**config.mk**
```make
export PLATFORM = sky130hd
export DESIGN_NAME = pipe_scoreboard
export DESIGN_NICKNAME = d
export VERILOG_FILES = /design/src/rtl/pipe_scoreboard.sv
export SDC_FILE = /design/constraint.sdc
export NUM_CORES = 1
export LEC_CHECK = 0
export BUFFER_PORTS_ARGS = -buffer_cell sky130_fd_sc_hd__buf_4
export CAP_MARGIN = 5
export CORE_ASPECT_RATIO = 0.8
export CORE_MARGIN = 4
export CORE_UTILIZATION = 53
export CTS_BUF_LIST = sky130_fd_sc_hd__clkbuf_4 sky130_fd_sc_hd__clkbuf_8 sky130_fd_sc_hd__clkbuf_16
export CTS_CLUSTER_SIZE = 28
export DETAILED_ROUTE_END_ITERATION = 7
export HOLD_SLACK_MARGIN = 0.03
export MAX_ROUTING_LAYER = met4
export PLACE_DENSITY = 0.82
export REMOVE_ABC_BUFFERS = 1
export SYNTH_ARGS = -nofsm -noshare
export SYNTH_HDL_FRONTEND = slang
export SYNTH_SLANG_ARGS = --single-unit
```
**constraint.sdc**
```tcl
create_clock -name clk_i -period 2.4 [get_ports clk_i]
set_clock_uncertainty 0.2 [all_clocks]
set_input_delay 0.24 -clock clk_i [delete_from_list [all_inputs] [get_ports clk_i]]
set_output_delay 0.24 -clock clk_i [all_outputs]
set_load 0.005 [all_outputs]
```
**src/rtl/pipe_scoreboard.sv**
```systemverilog
// Purpose  : scoreboard of in-flight destination registers, with RAW stall and per-source forwarding selects.
// Latency  : stall/fwd_sel/pending are combinational from registered slots; an accepted issue is visible next cycle.
// Backpres : stall holds decode on an unresolvable hazard or downstream hold; hold freezes every slot.
//
// Ports:
//   clk_i, rst_ni            clock (rising edge), asynchronous active-low reset
//   issue_valid_i            decode presents an instruction
//   issue_src_i              NUM_SRC source addresses, src k at [k*REG_AW +: REG_AW]
//   issue_src_used_i         per-source "operand is read" flag
//   issue_rd_i, issue_we_i   destination address / writes-destination flag
//   issue_is_load_i          result only available at the slot 1 output
//   hold_i                   downstream stall, freezes all slots
//   flush_i                  branch redirect: kills slot 0 and the current issue
//   stall_o, issue_accept_o  decode hold / instruction accepted this cycle
//   fwd_sel_o                per source: 0 = regfile, s+1 = forward from slot s
//   inflight_cnt_o           number of valid writing slots
//   pending_o                bit r set if any valid slot writes r
module pipe_scoreboard #(
    parameter int REG_AW  = 5,
    parameter int DEPTH   = 3,
    parameter int NUM_SRC = 2,
    parameter int FWD_EN  = 1,
    parameter int SEL_W   = $clog2(DEPTH + 1)
) (
    input  logic                        clk_i,
    input  logic                        rst_ni,
    input  logic                        issue_valid_i,
    input  logic [NUM_SRC*REG_AW-1:0]   issue_src_i,
    input  logic [NUM_SRC-1:0]          issue_src_used_i,
    input  logic [REG_AW-1:0]           issue_rd_i,
    input  logic                        issue_we_i,
    input  logic                        issue_is_load_i,
    input  logic                        hold_i,
    input  logic                        flush_i,
    output logic                        stall_o,
    output logic                        issue_accept_o,
    output logic [NUM_SRC*SEL_W-1:0]    fwd_sel_o,
    output logic [$clog2(DEPTH+1)-1:0]  inflight_cnt_o,
    output logic [2**REG_AW-1:0]        pending_o
);

    localparam int CNT_W = $clog2(DEPTH + 1);

    typedef struct packed {
        logic              vld;
        logic [REG_AW-1:0] rd;
        logic              we;
        logic              ld;
    } slot_t;

    slot_t slot_q [DEPTH];
    slot_t slot_d [DEPTH];
    slot_t new_ent;

    logic                     hazard;
    logic [REG_AW-1:0]        src_k;
    logic [NUM_SRC*SEL_W-1:0] fwd_sel_c;
    logic [CNT_W-1:0]         cnt_c;
    logic [2**REG_AW-1:0]     pend_c;

    // Hazard detection and forwarding select. Slots are scanned oldest to
    // youngest so the youngest match overwrites and wins.
    always_comb begin
        hazard    = 1'b0;
        fwd_sel_c = '0;
        src_k     = '0;
        for (int k = 0; k < NUM_SRC; k++) begin
            src_k = issue_src_i[k*REG_AW +: REG_AW];
            for (int s = DEPTH - 1; s >= 0; s--) begin
                if (issue_src_used_i[k] && slot_q[s].vld && slot_q[s].we &&
                    slot_q[s].rd == src_k && src_k != '0) begin
                    if (FWD_EN != 0) begin
                        fwd_sel_c[k*SEL_W +: SEL_W] = SEL_W'(s + 1);
                        // A load in EX has no result on any bypass yet.
                        if (s == 0 && slot_q[s].ld) begin
                            hazard = 1'b1;
                        end
                    end else if (s < DEPTH - 1) begin
                        // The last slot writes a write-through regfile this
                        // cycle, so only the older-than-last slots block.
                        hazard = 1'b1;
                    end
                end
            end
        end
    end

    // Slot contents clear on reset, so these read zero while rst_ni is low.
    always_comb begin
        cnt_c  = '0;
        pend_c = '0;
        for (int s = 0; s < DEPTH; s++) begin
            if (slot_q[s].vld && slot_q[s].we && slot_q[s].rd != '0) begin
                cnt_c                = cnt_c + CNT_W'(1);
                pend_c[slot_q[s].rd] = 1'b1;
            end
        end
    end

    assign stall_o        = rst_ni & issue_valid_i & (hazard | hold_i);
    assign issue_accept_o = rst_ni & issue_valid_i & ~stall_o & ~flush_i;
    assign fwd_sel_o      = fwd_sel_c;
    assign inflight_cnt_o = cnt_c;
    assign pending_o      = pend_c;

    // Writes to x0 are stored as non-writing so they occupy a slot but
    // never match and are never counted.
    always_comb begin
        new_ent.vld = 1'b1;
        new_ent.rd  = issue_rd_i;
        new_ent.we  = issue_we_i & (issue_rd_i != '0);
        new_ent.ld  = issue_is_load_i;
    end

    always_comb begin
        for (int s = 0; s < DEPTH; s++) begin
            slot_d[s] = slot_q[s];
        end
        if (!hold_i) begin
            for (int s = DEPTH - 1; s >= 1; s--) begin
                slot_d[s] = slot_q[s - 1];
                // Flush kills the instruction leaving EX.
                if (s == 1 && flush_i) begin
                    slot_d[s].vld = 1'b0;
                end
            end
            // issue_accept_o is already low under flush, so slot 0 bubbles.
            slot_d[0] = issue_accept_o ? new_ent : slot_t'('0);
        end
    end

    always_ff @(posedge clk_i or negedge rst_ni) begin
        if (!rst_ni) begin
            for (int s = 0; s < DEPTH; s++) begin
                slot_q[s] <= '0;
            end
        end else begin
            for (int s = 0; s < DEPTH; s++) begin
                slot_q[s] <= slot_d[s];
            end
        end
    end

endmodule

```
### After elaboration in Yosys (flattened, before gate mapping)

Cells that the tools add are included.

| word-level totals | value |
|---|---|
| logic and storage cells | 97 |
| register bits after elaboration | 22 |

| operators by class | value |
|---|---|
| $add $sub $neg | 2 |
| bitwise gates (word level) | 10 |
| eq/ne operators | 6 |
| magnitude comparators | 6 |
| multiplexer cells | 24 |
| reductions and logical operators | 39 |

Operators with widths:

| kind | count |
|---|---|
| 32-bit 2-to-1 mux | 3 |
| 32-bit bitwise OR | 2 |
| 1-bit logical AND | 33 |
| 5-bit == test | 6 |
| 5-bit nonzero test | 6 |
| 5-bit by 6-bit less-than comparator with 1-bit output (second input constant) | 3 |
| 2-bit 2-to-1 mux | 8 |
| 1-bit demux with 5-bit select | 3 |
| 5-bit by 1-bit greater-or-equal comparator with 1-bit output (second input constant) | 3 |
| 1-bit 2-to-1 mux | 9 |
| 8-bit 2-to-1 mux | 1 |
| 1-bit bitwise AND | 5 |
| 2-bit by 1-bit adder with 2-bit output (second input constant) | 2 |
| 1-bit inverter | 2 |
| 1-bit bitwise OR | 1 |

### Longest topological paths before layout

| depth | value |
|---|---|
| depth in word-level cells | 13 |
| gate-level depth with buffers | 7 |

### Worst setup path after synthesis

OpenSTA, ideal clock, no wires.

| timing path | value |
|---|---|
| path type | flip-flop to output port |
| start point | reg slot_q[5] (netlist bit) |
| end point | out pending_o[16] |
| required time | 1.960 ns |
| cell stages (with the launch flop) | 6 |
| arrival | 1.503 ns |
| setup slack | 0.457 ns |
| cells stage by stage | dfrtp_1 buf_4 nor3_1 nor4_1 a22oi_1 o21ai_0 |

| on the way | value |
|---|---|
| longest elaborated chain between the ends | 6 |
| elaborated cells between the ends (all ways) | 9 |

Ends and longest elaborated chain:

| item | line | source |
|---|---|---|
| from (decl) | 51 | `slot_t slot_q [DEPTH];` |
| from (signal, indexed assignment) | 139 | `slot_q[s] <= slot_d[s];` |
| 5-bit by 6-bit less-than comparator with 1-bit output (not written as such) or 5-bit by 1-bit greater-or-equal comparator with 1-bit output (tied branches) | 95 | `pend_c[slot_q[s].rd] = 1'b1;` |
| 1-bit logical AND (not written as such) | 95 |  |
| 1-bit 2-to-1 mux (not written as such) | 95 |  |
| 1-bit demux with 5-bit select | 95 |  |
| 32-bit bitwise OR (no source line) | -- |  |
| 32-bit 2-to-1 mux * | 93 | `if (slot_q[s].vld && slot_q[s].we && slot_q[s].rd != '0) begin` |
| to (decl) | 39 | `output logic [2**REG_AW-1:0] pending_o` |

Mark *: on every way between the ends. The rest lies on a longest branch, timed or not.

### Worst setup path after layout

| timing path | value |
|---|---|
| start point | reg slot_q[13] (netlist bit) |
| end point | out fwd_sel_o[1] |

| on the way | value |
|---|---|
| longest elaborated chain between the ends | 5 |

Ends and longest elaborated chain:

| item | line | source |
|---|---|---|
| 5-bit == test | 71 | `slot_q[s].rd == src_k && src_k != '0) begin` |
| 1-bit logical AND | 70 | `if (issue_src_used_i[k] && slot_q[s].vld && slot_q[s].we &&` |
| 1-bit logical AND | 71 |  |
| 2-bit 2-to-1 mux (2 in series) | 70 |  |
| to (decl) | 37 | `output logic [NUM_SRC*SEL_W-1:0] fwd_sel_o,` |

No other way between the ends.

==> flow_summary_export.csv <==
group,metric,value,unit
setup_path,crit_path_end,"fwd_sel_o[1]",
layout,regMostFlops,"slot_q",
layout,final_common_cell,"buf_4",
layout,fin_nets,356,
placed_design,gp_congestion,0.942,
power,power_frac_seq,42.9,%
synth,ys_seq_area_share,25.3,%
synth,ys_types,46,
clocking,numCtsBuffers,3,
power,p_sw,0.270,mW
global_routing,grt_pass1_wl,11700,um
route,vias,2519,
placed_design,dpl.hpwl,5280,um
route,ant_nets,0,
synth,async_flop_share,100,%
timing,whs,0.0349,ns
global_routing,grt_pass1_vias,2358,
clocking,clkTransAtPathRegs,0.08,ns
clocking,clockBufferDepth,2,
synth,yosys_warnings,0,
global_routing,gr-total-overflow,0,
floorplanning,die_h,65.4,um
synth,yosysTopAreaCellShare,25.3,%
floorplanning,die_w,79.7,um
power,internal-power,0.722,mW
floorplanning,core-area,0.00388,sq mm
setup_path,crit_family,"simple AND/OR/NAND/NOR gates",
floorplanning,start_util,56.2,%
setup_path,r2r_slack,0.52,ns
timing,timing.fmax,0.431,GHz
timing,fin_crit_sh,96.7,%
setup_path,worst-path-buf-inv,1,
run_status,outcome,"finished clean",
timing,fin_setup_tns,0,ns
route,drc_errors,0,
placed_design,port_buffers,62,
setup_path,critPathArrivalTime,1.88,ns
setup_path,critical_path_required,1.96,ns
global_routing,grt_antenna_before_repair,0,
synth,yosys-top-cells-area,"dfrtp_1 (25%), xnor2_1 (9.6%), a22oi_1 (7.6%)",
layout,largest_reg_flops,22,
power,power_leakage,1.27,nW
setup_path,reg2reg_to,"slot_q[18]",
power,pwr-share-clk,34.4,%
layout,area_growth,35.6,%
power,power_density,336,mW/mm^2
timing,hold_violations,0,
layout,antenna_cells,0,
power,combinationalPowerShare,22.7,%
synth,avgSynthCellArea,8.32,sq um
synth,synthesis.area,0.00218,sq mm
route,routed_wl,7400,um
power,ir_drop,0.457,mV
layout,fin_cells,384,
setup_path,crit_cells,5,
timing,slew_viol_final,0,
floorplanning,row_count,20,
clocking,htreeDepth,1,
clocking,cts_tree,"built",
setup_path,path_cells,"xnor2_1, nand4_1, or4_1, a21oi_1, buf_4",
run,maxCapViolCount,0,
setup_path,slowest_delay,0.51,ns
route,viasPerCell,6.56,
setup_path,end_kind,"output pin",
global_routing,track_usage,28.9,%
power,swShare,27.2,%
layout,fillCellCount,283,
route,wl_per_cell,19.3,um
clocking,clock_sinks,22,
synth,synth-main-ff-cell,"dfrtp_1",
setup_path,criticalPathCategory,"flop to output pin",
setup_path,worst_setup_path_start_kind,"flop",
layout,drive_gt1_share,40.1,%
timing,slew_headroom,65.9,%
synth,synth_top_area_cell,"dfrtp_1",
global_routing,grt_max_degree,25,
timing,worst_slack,0.0788,ns
route,drt_iter0_drc,490,
timing,worst_pin_slew,0.509,ns
setup_path,crit_path_max_fanout,8,
timing,finalSetupViolations,0,
route,first_pass_iters,6,
synth,synth-edff-count,0,
placed_design,dp.cells,372,
timing,period_needed,2.32,ns
layout,biggestRegsByFlops,"slot_q x22",
setup_path,cp_slowest_cell,"or4_1",
floorplanning,pin_count,64,
clocking,clkLatencyLatePin,0.27,ns
synth,synthCells,262,
clocking,cts_root_buffer,"clkbuf_8",
placed_design,pre_cts_ws,0.227,ns
synth,ys_ff_latch,22,
setup_path,r2r_start,"slot_q[21]",
worst_hold_path,hp-class,"primary input to flop",
setup_path,crit_start,"slot_q[13]",
setup_path,rr_worst_depth,5,
floorplanning,die_area,0.00521,sq mm
layout,layout_common_cells,"buf_4 (83), o21ai_0 (25), xnor2_1 (24)",
## stage by stage
step | utilization (%) | instance area [sq um] | total power, mW
2_1_floorplan | - | 2070 | 0.519
5_1_grt | 76.2 | 2960 | 1.03
3_5_place_dp | 70.5 | 2730 | 0.626
6_report | 76.2 | 2960 | 0.992
4_1_cts | 73.9 | 2870 | 0.974
3_3_place_gp | 70.5 | 2730 | 0.622
## synth_stat cells, types with 4 or more instances
master and n:
mux2_2 13, nor3b_1 7, nand2b_1 7, xnor2_1 24, a22oi_1 22, dfrtp_1 22, xor2_1 7, clkbuf_1 17
nor2_1 15, a21oi_1 4, o211ai_1 4, nor4_1 4, o21ai_0 25, nand4_1 10, nor3_1 5, nand2_1 18
a32o_2 6, buf_4 4, inv_1 7
## power by group through the flow
stage	Clock [mW]	Sequential [mW]	Combinational [mW]
detailed placement	0	0.429	0.197
finish	0.342	0.425	0.225
global route	0.366	0.427	0.242
global placement	0	0.428	0.193
CTS	0.344	0.422	0.208
floorplan	0	0.424	0.0955
## logic make-up after synthesis
family	Yosys count	share of synthesized area (%)
AND/OR/NAND/NOR	88	23.2
AO/OA/AOI/OAI	73	24.4
XOR/XNOR	31	12.5
buffers and inverters	31	6.14
flip-flops	22	25.3
multiplexers	14	7.18
adder cells (fa/ha/maj)	2	1.15
other	1	0.172
## per-layer routing
metal | vias to the layer above | track usage, % | wire length (um)
li1 | 1103 | - | -
met4 | 0 | 5.58 | 65
met1 | 1222 | 42.0 | 3260
met5 | - | - | 0
met3 | 14 | 5.07 | 748
met2 | 180 | 42.6 | 3330
## how the worst min path moves through the flow
stage / startpoint / endpoint / slack [ns] / depth (start not counted)
after floorplan: rst_ni / slot_q[10] / -0.26 / 0
after global placement: rst_ni / slot_q[15] / -0.06 / 1
after CTS: issue_rd_i[3] / slot_q[21] / 0.03 / 2
after detailed placement: rst_ni / slot_q[15] / -0.06 / 1
final: issue_rd_i[3] / slot_q[21] / 0.03 / 2
after global routing: issue_rd_i[2] / slot_q[20] / 0.03 / 2
## cell type report
type / count / area [sq um] / share of cell area (%)
multi-input combinational: 209 / 1570 / 53.0
timing repair buffer: 87 / 663 / 22.4
sequential: 22 / 561 / 19.0
tap: 55 / 68.8 / 2.33
clock buffer: 3 / 41.3 / 1.40
clock inverter: 1 / 30.0 / 1.02
inverter: 7 / 26.3 / 0.889
## timing repair
action | 4_1_cts | 5_1_grt
buffers inserted | 0 | 4
endpoints found under the hold margin | 25 | 0
gates resized for setup | 3 | 18
pin swaps | 0 | 2
hold buffers | 4 | 0
endpoints found under the setup margin | 4 | 24
No activity file was read; power rests on OpenSTA's default activity.
